**src/rtl/lpif_txrx_x16_asym2_half_master_gearbox.sv**
```systemverilog
// Master-side 2:1 gearbox for the x16 asym2 half-rate LPIF link.
// TX packs pairs of downstream beats into 562-bit words; RX splits 562-bit
// words back into two sequential upstream beats. Both paths share clk_wr.
module lpif_txrx_x16_asym2_half_master_gearbox #(
  parameter int BEAT_W   = 281,
  parameter bit DROP_PAD = 1'b1
) (
  input  logic                  clk_wr,
  input  logic                  rst_wr_n,
  input  logic [3:0]            dstrm_state,
  input  logic [1:0]            dstrm_protid,
  input  logic [255:0]          dstrm_data,
  input  logic                  dstrm_dvalid,
  input  logic [15:0]           dstrm_crc,
  input  logic                  dstrm_crc_valid,
  input  logic                  dstrm_valid,
  input  logic                  dstrm_beat_vld,
  output logic                  dstrm_beat_rdy,
  input  logic                  dstrm_flush,
  output logic [2*BEAT_W-1:0]   txfifo_downstream_data,
  output logic                  txfifo_downstream_push,
  input  logic                  txfifo_downstream_full,
  input  logic [2*BEAT_W-1:0]   rxfifo_upstream_data,
  input  logic                  rxfifo_upstream_empty,
  output logic                  rxfifo_upstream_pop,
  output logic [3:0]            ustrm_state,
  output logic [1:0]            ustrm_protid,
  output logic [255:0]          ustrm_data,
  output logic                  ustrm_dvalid,
  output logic [15:0]           ustrm_crc,
  output logic                  ustrm_crc_valid,
  output logic                  ustrm_valid,
  output logic                  ustrm_beat_vld,
  input  logic                  ustrm_beat_rdy,
  output logic [15:0]           pad_cnt
);

  localparam int WORD_W = 2 * BEAT_W;

  typedef enum logic [1:0] {RX_EMPTY, RX_LO, RX_HI} rx_state_e;

  // TX state
  logic                tx_phase_q, tx_phase_d;
  logic [BEAT_W-1:0]   lo_q, lo_d;
  logic [WORD_W-1:0]   out_q, out_d;
  logic                out_vld_q, out_vld_d;
  logic                flush_pend_q, flush_pend_d;
  logic [BEAT_W-1:0]   dstrm_beat;
  logic                tx_rdy, tx_push, tx_accept, flush_req, flush_do;

  // RX state
  rx_state_e           rx_state_q, rx_state_d;
  logic [WORD_W-1:0]   hold_q, hold_d;
  logic [BEAT_W-1:0]   ubeat_q, ubeat_d;
  logic                uvld_q, uvld_d;
  logic                rx_exit, rx_take, rx_drop;

  // Shared pad counter
  logic [15:0]         pad_q, pad_d;
  logic [16:0]         pad_sum;

  // TX: handshake, packing, flush and output-register management
  always_comb begin
    dstrm_beat = {dstrm_valid, dstrm_crc_valid, dstrm_crc, dstrm_dvalid,
                  dstrm_data, dstrm_protid, dstrm_state};
    tx_rdy     = !out_vld_q || !txfifo_downstream_full;
    tx_push    = out_vld_q && !txfifo_downstream_full;
    tx_accept  = dstrm_beat_vld && tx_rdy;
    // A flush only matters with a half word held; a beat completing the word wins.
    flush_req  = (dstrm_flush || flush_pend_q) && tx_phase_q && !tx_accept;
    flush_do   = flush_req && tx_rdy;

    tx_phase_d   = tx_phase_q;
    lo_d         = lo_q;
    out_d        = out_q;
    out_vld_d    = out_vld_q;
    flush_pend_d = flush_req && !flush_do;

    if (tx_push) begin
      out_d     = '0;
      out_vld_d = 1'b0;
    end
    if (tx_accept) begin
      if (tx_phase_q) begin
        out_d      = {dstrm_beat, lo_q};
        out_vld_d  = 1'b1;
        tx_phase_d = 1'b0;
      end else begin
        lo_d       = dstrm_beat;
        tx_phase_d = 1'b1;
      end
    end else if (flush_do) begin
      out_d      = {{BEAT_W{1'b0}}, lo_q};
      out_vld_d  = 1'b1;
      tx_phase_d = 1'b0;
    end

    dstrm_beat_rdy         = tx_rdy && rst_wr_n;
    txfifo_downstream_push = tx_push;
    txfifo_downstream_data = out_q;
  end

  // RX: EMPTY/LO/HI sequencing, capture-on-pop and registered beat outputs
  always_comb begin
    rx_state_d = rx_state_q;
    hold_d     = hold_q;
    ubeat_d    = ubeat_q;
    uvld_d     = uvld_q;
    rx_exit    = 1'b0;
    rx_drop    = 1'b0;

    case (rx_state_q)
      RX_EMPTY: ;
      RX_LO: begin
        if (ustrm_beat_rdy) begin
          if (DROP_PAD && !hold_q[WORD_W-1]) begin
            rx_drop = 1'b1;
            rx_exit = 1'b1;
          end else begin
            rx_state_d = RX_HI;
            ubeat_d    = hold_q[WORD_W-1:BEAT_W];
          end
        end
      end
      RX_HI: begin
        if (ustrm_beat_rdy) begin
          rx_exit = 1'b1;
        end
      end
      default: rx_state_d = RX_EMPTY;
    endcase

    // Leaving HI (or a dropped LO) chains straight into the next word if present.
    rx_take = !rxfifo_upstream_empty && (rx_exit || (rx_state_q == RX_EMPTY));
    if (rx_take) begin
      hold_d     = rxfifo_upstream_data;
      ubeat_d    = rxfifo_upstream_data[BEAT_W-1:0];
      uvld_d     = 1'b1;
      rx_state_d = RX_LO;
    end else if (rx_exit) begin
      uvld_d     = 1'b0;
      rx_state_d = RX_EMPTY;
    end

    rxfifo_upstream_pop = rx_take && rst_wr_n;
    ustrm_beat_vld      = uvld_q;
    ustrm_state         = ubeat_q[3:0];
    ustrm_protid        = ubeat_q[5:4];
    ustrm_data          = ubeat_q[261:6];
    ustrm_dvalid        = ubeat_q[262];
    ustrm_crc           = ubeat_q[278:263];
    ustrm_crc_valid     = ubeat_q[279];
    ustrm_valid         = ubeat_q[280];
  end

  // Pad counter: TX flush and RX drop may both count in one cycle; saturates
  always_comb begin
    pad_sum = {1'b0, pad_q} + 17'(flush_do) + 17'(rx_drop);
    pad_d   = pad_sum[16] ? '1 : pad_sum[15:0];
    pad_cnt = pad_q;
  end

  // State registers for both paths
  always_ff @(posedge clk_wr or negedge rst_wr_n) begin
    if (!rst_wr_n) begin
      tx_phase_q   <= 1'b0;
      lo_q         <= '0;
      out_q        <= '0;
      out_vld_q    <= 1'b0;
      flush_pend_q <= 1'b0;
      rx_state_q   <= RX_EMPTY;
      hold_q       <= '0;
      ubeat_q      <= '0;
      uvld_q       <= 1'b0;
      pad_q        <= '0;
    end else begin
      tx_phase_q   <= tx_phase_d;
      lo_q         <= lo_d;
      out_q        <= out_d;
      out_vld_q    <= out_vld_d;
      flush_pend_q <= flush_pend_d;
      rx_state_q   <= rx_state_d;
      hold_q       <= hold_d;
      ubeat_q      <= ubeat_d;
      uvld_q       <= uvld_d;
      pad_q        <= pad_d;
    end
  end

endmodule

```
**config.mk**
```make
export PLATFORM = sky130hd
export DESIGN_NAME = lpif_txrx_x16_asym2_half_master_gearbox
export DESIGN_NICKNAME = d
export VERILOG_FILES = /design/src/rtl/lpif_txrx_x16_asym2_half_master_gearbox.sv
export SDC_FILE = /design/constraint.sdc
export NUM_CORES = 2
export LEC_CHECK = 0
export CORE_AREA = 2 2 664 666
export DETAILED_ROUTE_END_ITERATION = 16
export DIE_AREA = 0 0 666 668
export DONT_BUFFER_PORTS = 1
export PLACE_DENSITY_LB_ADDON = 0.12
export SLEW_MARGIN = 20
export SYNTH_ARGS = -nofsm -noshare
export SYNTH_HDL_FRONTEND = slang
export SYNTH_SLANG_ARGS = --single-unit
```
**constraint.sdc**
```tcl
create_clock -name clk_wr -period 2.7 [get_ports clk_wr]
set_clock_uncertainty 0.05 [all_clocks]
set_input_delay 0.27 -clock clk_wr [delete_from_list [all_inputs] [get_ports clk_wr]]
set_output_delay 0.27 -clock clk_wr [all_outputs]
set_load 0.01 [all_outputs]
```
-- Word level (Yosys, flattened, before mapping)
Cells that the tools add are included.
- output and inout bits: 863
- input port bits: 850
- word-level logic and storage cells: 73
- flip-flop bits (word level): 1708
- equal/unequal tests: 5
- reduce and logical (&&, ||, !) cells: 27
- add/sub/neg operators: 2
- bitwise logic cells: 1
- muxes and demuxes: 28
- operators with widths (operator ; count):
    $mux 562 ; 4
    $mux 281 ; 4
    $add 16x1->17 ; 1
    $add 17x1->17 ; 1
    $mux 16 ; 1
    $mux 1 ; 13
    $reduce_bool 2->1 ; 5
    $logic_and 1x1->1 ; 9
    $mux 2 ; 4
    $ne 4x4->1 const B ; 2
    $reduce_and 3->1 ; 2
    $logic_not 1->1 ; 5
    $pmux 2 s2 ; 1
    $logic_or 1x1->1 ; 3
    $ne 3x1->1 const B ; 1
    $eq 2x1->1 const B ; 1
    $eq 2x2->1 const B ; 1
    $logic_not 2->1 ; 1
    $pmux 1 s2 ; 1
    $reduce_and 2->1 ; 1
    $reduce_or 2->1 ; 1
    $not 1->1 ; 1

-- Logic depth before layout (Yosys ltp)
- depth after elaboration: 9
- depth in mapped cells: 12

-- Worst setup path before layout
Ideal clock, no wire load.
- path kind: register to register
- start: register rx_state_q[1]
- end: register pad_q[5], in the netlist pad_cnt[5]
- arrival time: 2519 ps
- data required time: 2567 ps
- cell stages (with the launch flop): 13
- period minus slack after synthesis: 2652 ps
- path slack: 48 ps
- library setup time: 83 ps
- buffers on the path: 1
- cells stage by stage: dfrtp_1 -> inv_1 -> ha_1 -> nor2b_4 -> nand2_1 -> fa_1 -> inv_1 -> ha_1 -> and3_1 -> nand3_1 -> or3_1 -> clkbuf_1 -> o21ai_0
- longest elaborated chain between the ends: 4
- RTL lines (what ; line ; source):
    start, declared ; 52 ; rx_state_e rx_state_q, rx_state_d;
    start signal, assigned ; 182 ; rx_state_q <= rx_state_d;
    $eq 2x1->1 ; 112 ; case (rx_state_q)
    $mux 1 ; 112 ;
    $add 17x1->17 ; 158 ; pad_sum = {1'b0, pad_q} + 17'(flush_do) + 17'(rx_drop);
    $mux 16 ; 159 ; pad_d = pad_sum[16] ? '1 : pad_sum[15:0];
    via pad_d[5] ; 59 ; logic [15:0] pad_q, pad_d;
    end signal, assigned ; 186 ; pad_q <= pad_d;
    end, declared ; 59 ;
The timed path passes the listed nets, and every way through them passes these cells.
A chain may end at the register's enable or synchronous reset.

-- Final worst setup path
- start: register rx_state_q[0]
- end: register rx_state_q[0]
- longest elaborated chain between the ends: 6
- elaborated cells between the ends (all ways): 14
- classes of those cells: eq/ne (5); mux (4); reduce/logical (5)
- RTL lines (what ; line ; source):
    $eq 2x2->1 / $eq 2x1->1 (equally long branches) ; 112 ;
    $pmux 1 s2 ; 112 ;
    $logic_or 1x1->1 ; 134 ; rx_take = !rxfifo_upstream_empty && (rx_exit || (rx_state_q == RX_EMPTY));
    $logic_and 1x1->1 ; 134 ;
    $ne 4x4->1 (no source line) / $ne 3x1->1 (equally long branches) ; n/a ;
    $reduce_and 3->1 (no source line) ; n/a ;
Parallel ways exist; a longest one is shown, timed or not.

==> results.md <==
- HPWL Detailed: 219.5 mm
- GP Congestion: 0.7814
- Comb pwr share: 0.288
- Fraction of layout cells with a size suffix above 1: 0.2547
- Top post-synthesis cells by area: dfrtp_1 (63%), mux2_2 (17%), a22o_1 (4.3%), mux2_1 (4.1%), nand2_1 (3.8%)
- Endpoint class of the critical path: flip-flop
- CTS sink count: 1427
- WS Path Type: flip-flop to flip-flop
- Final Cycle Share: 1.027
- Die width: 666 um
- Final Worst Setup Slack: -0.07419 ns
- Hold Vio Cnt, Final: 115
- Internal power: 62.53 mW
- Crit path largest cell delay: 0.57 ns
- Final nets: 6350
- DRC viols: 0
- Vert. Die Dim: 668 um
- Mapped Nets: 4922
- Required time worst endpoint: 3.39 ns
- Area post-placement: 0.06454 mm2
- DRT iter0 DRCs: 1723
- TritonRoute pass-1 iters: 4
- Vias/cell: 3.467
- Crit path top cell by count: buf_4
- CORE AREA: 0.4372 mm2
- Synth cell types: 42
- Min-Delay Path Class: primary input to async pin
- Synth area leader: dfrtp_1
- Min Tclk post-route: 2.774 ns
- WL/cell: 25.96 um
- Fin area: 0.08458 mm2
- Synth Warn #: 0
- Max-Cap Viols: 0
- Asr flop ratio synth: 1.000
- Largest delay contributor family on the critical path: buffers and inverters
- Clock power share: 0.258
- Routed Wire Length: 297.0 mm
- P_leak: 36.08 nW
- Fmax: 360.5 MHz
- Layout area overhead: 48.88%
- Synthesized instance count: 4067
- CP Max Fanout: 5
- First-pass GRT wire length: 393.9 mm
- Flops & latches, synth: 1427
- Clock-pin slew on the worst setup and hold paths: 0.06 ns
- Sw Pwr: 37.82 mW
- Worst Path Buf+Inv: 5
- CTS tree: built
- Status: finished, violations left
- Final Core Density: 0.1935
- Most frequent cell after synthesis: dfrtp_1
- Synth Area per Inst: 13.97 um2
- Grt ovf: 0
- Root buffer cell: clkbuf_16
- Clk Latency, worst-skew pair: 0.85 ns
- Largest net degree at the start of global routing: 197
- Seq pwr share: 0.454
- Clock buffer depth: 4
- Power density cells: 1186 mW/mm2
- DRT antenna net count: 0
- Final hold slack: -0.7230 ns
- IO buf count: 0
- Setup total negative slack: -0.1465 ns
- Critical-path top delay cell: dlygate4sd3_1
- Sequential element share of the synthesized area: 0.6285
- Worst path arrival time: 3.47 ns
- Fillers: 47400
- Initial core utilization: 0.1299
- RSZ-0062 raised after global routing: true
- VDD IR-drop max: 609.4 uV
- Post-synth EDFFs: 0
- Worst slew pin tran: 0.8684 ns
- Cell breakdown of the critical path: ha_4 > nor2b_4 > buf_4 > o211ai_4 > buf_4 > buf_4 > nand2_1 > a32oi_1 > dlygate4sd3_1 > dlygate4sd3_1
- Yosys top cell area share: 0.6285
- Number of global-route vias before repair: 43130
- Die ar.: 0.4449 mm2
- Switching Share: 0.3768
- Top_reg_cell synth: dfrtp_1
- CTS Buf Count: 193
- Via count: 39660
- Violated checks: negative hold slack, negative setup slack
- H-tree level count: 4
- Area of the mapped netlist: 0.05681 mm2
- Crit start category: flip-flop
- I/O pin count: 1713
- Slew headroom: 0.4210
- Initial antenna violation count: 75
- # rows: 243
- # setup viols final: 3
- All-layer global routing usage: 0.1265
- Fin. max-slew vios: 0
- Most instantiated cells after synthesis: dfrtp_1 (1427), mux2_2 (856), nand2_1 (580), nand3_1 (291), a22o_1 (281)
through the flow:
| step | hold slack, ns | total power, mW | setup slack [ns] | instances |
|---|---|---|---|---|
| finish | -0.7230 | 100.3 | -0.07419 | 11440 |
| global route | -0.7300 | 106.5 | -0.2240 | 11420 |
| CTS | -0.7802 | 102.8 | -0.3894 | 11370 |
| detailed placement | -0.07183 | 72.78 | -1.493 | 9719 |
| global placement | -0.07145 | 72.25 | -1.399 | 9718 |
| floorplan | -0.07559 | 57.89 | 0.04794 | 4067 |
power groups by stage:
stage	clock, mW	sequential (mW)	combinational, mW
2_1_floorplan	0	38.3	19.6
3_3_place_gp	0	46.8	25.4
3_5_place_dp	0	46.8	25.9
4_1_cts	27.1	46.6	29.2
5_1_grt	27.9	46.8	31.8
6_report	25.9	45.5	28.9
path summary, 6_finish.rpt:
kind                                          endpoint  slack, ns  cells past startpoint                   from
hold reg to reg            txfifo_downstream_data[102]       0.39                      2              lo_q[102]
max in group asynchronous  txfifo_downstream_data[185]       0.73                      6               rst_wr_n
hold / removal                            ubeat_q[152]      -0.72                      1               rst_wr_n
setup / recovery                         rx_state_q[0]      -0.07                     10          rx_state_q[0]
setup reg to reg                         rx_state_q[0]      -0.07                     10          rx_state_q[0]
min in group clk_wr                        hold_q[394]       0.03                      4  rxfifo_upstream_empty
kinds of logic after synthesis:
logic type | after synthesis | synth area share
multiplexers | 1125 | 0.2269
XOR/XNOR | 4 | 0.0006168
AO/OA/AOI/OAI | 302 | 0.04605
adder cells (fa/ha/maj) | 5 | 0.001233
AND/OR/NAND/NOR | 912 | 0.06801
buffers and inverters | 292 | 0.02861
flip-flops | 1427 | 0.6285
sequential cells by signal (all words and copies together), names as in the netlist:
signal,cells
flush_pend_q,1
hold_q,281
lo_q,281
out_vld_q,1
pad_cnt,16
rx_state_q,2
tx_phase_q,1
txfifo_downstream_data,562
ubeat_q,281
ustrm_beat_vld,1
cells in the final DEF, fill, tap and decap left out, drive strengths merged, types with 2 or more instances in the layout:
master,netlist,routed
o21ai,2,2
and2,2,2
dfrtp,1427,1427
xnor2,3,3
bufinv,0,6
o211ai,3,3
bufbuf,0,2
nand4,2,2
and3,3,4
clkinvlp,0,3
nand2,580,580
nor3,4,4
dlygate4sd3,0,1308
ha,4,4
a31oi,2,2
nand3,292,292
a21o,2,2
o21a,3,3
mux2,1125,1125
clkinv,0,29
a21oi,5,5
nor2,15,15
clkbuf,63,301
nand2b,3,3
diode,0,40
or3,2,2
buf,218,195
inv,11,22
a22o,281,281
nor4,4,4
cell type report:
| cell class | instances | area, um2 | share of cell area |
|---|---|---|---|
| multi-input cells | 2349 | 19610 | 0.2318 |
| inverters | 11 | 41.29 | 0.0004881 |
| repair buffers | 1513 | 15660 | 0.1851 |
| diodes | 40 | 100.1 | 0.001183 |
| clock buffers | 293 | 5749 | 0.06797 |
| clock inverters | 49 | 514.2 | 0.006080 |
| well taps | 5757 | 7203 | 0.08516 |
| flip-flops and latches | 1427 | 35710 | 0.4222 |
metal layers:
metal	part of all wire	wire [um]	GRT usage
met1	0.36	107100	0.1334
met2	0.54	159800	0.2399
met3	0.065	19270	0.03482
met4	0.036	10680	0.04194
met5	0.00046	138	0
what timing repair did:
item / 4_1_cts / 5_1_grt
hold buffers: 1308 / 4
gates cloned: 3 / 10
resized for setup: 2 / 13
hold endpoints to repair: 1697 / 211
pin swaps: 0 / 4
buffers inserted: 1 / 11
endpoints found under the setup margin: 223 / 714
Power figures use the tool's default switching activity.
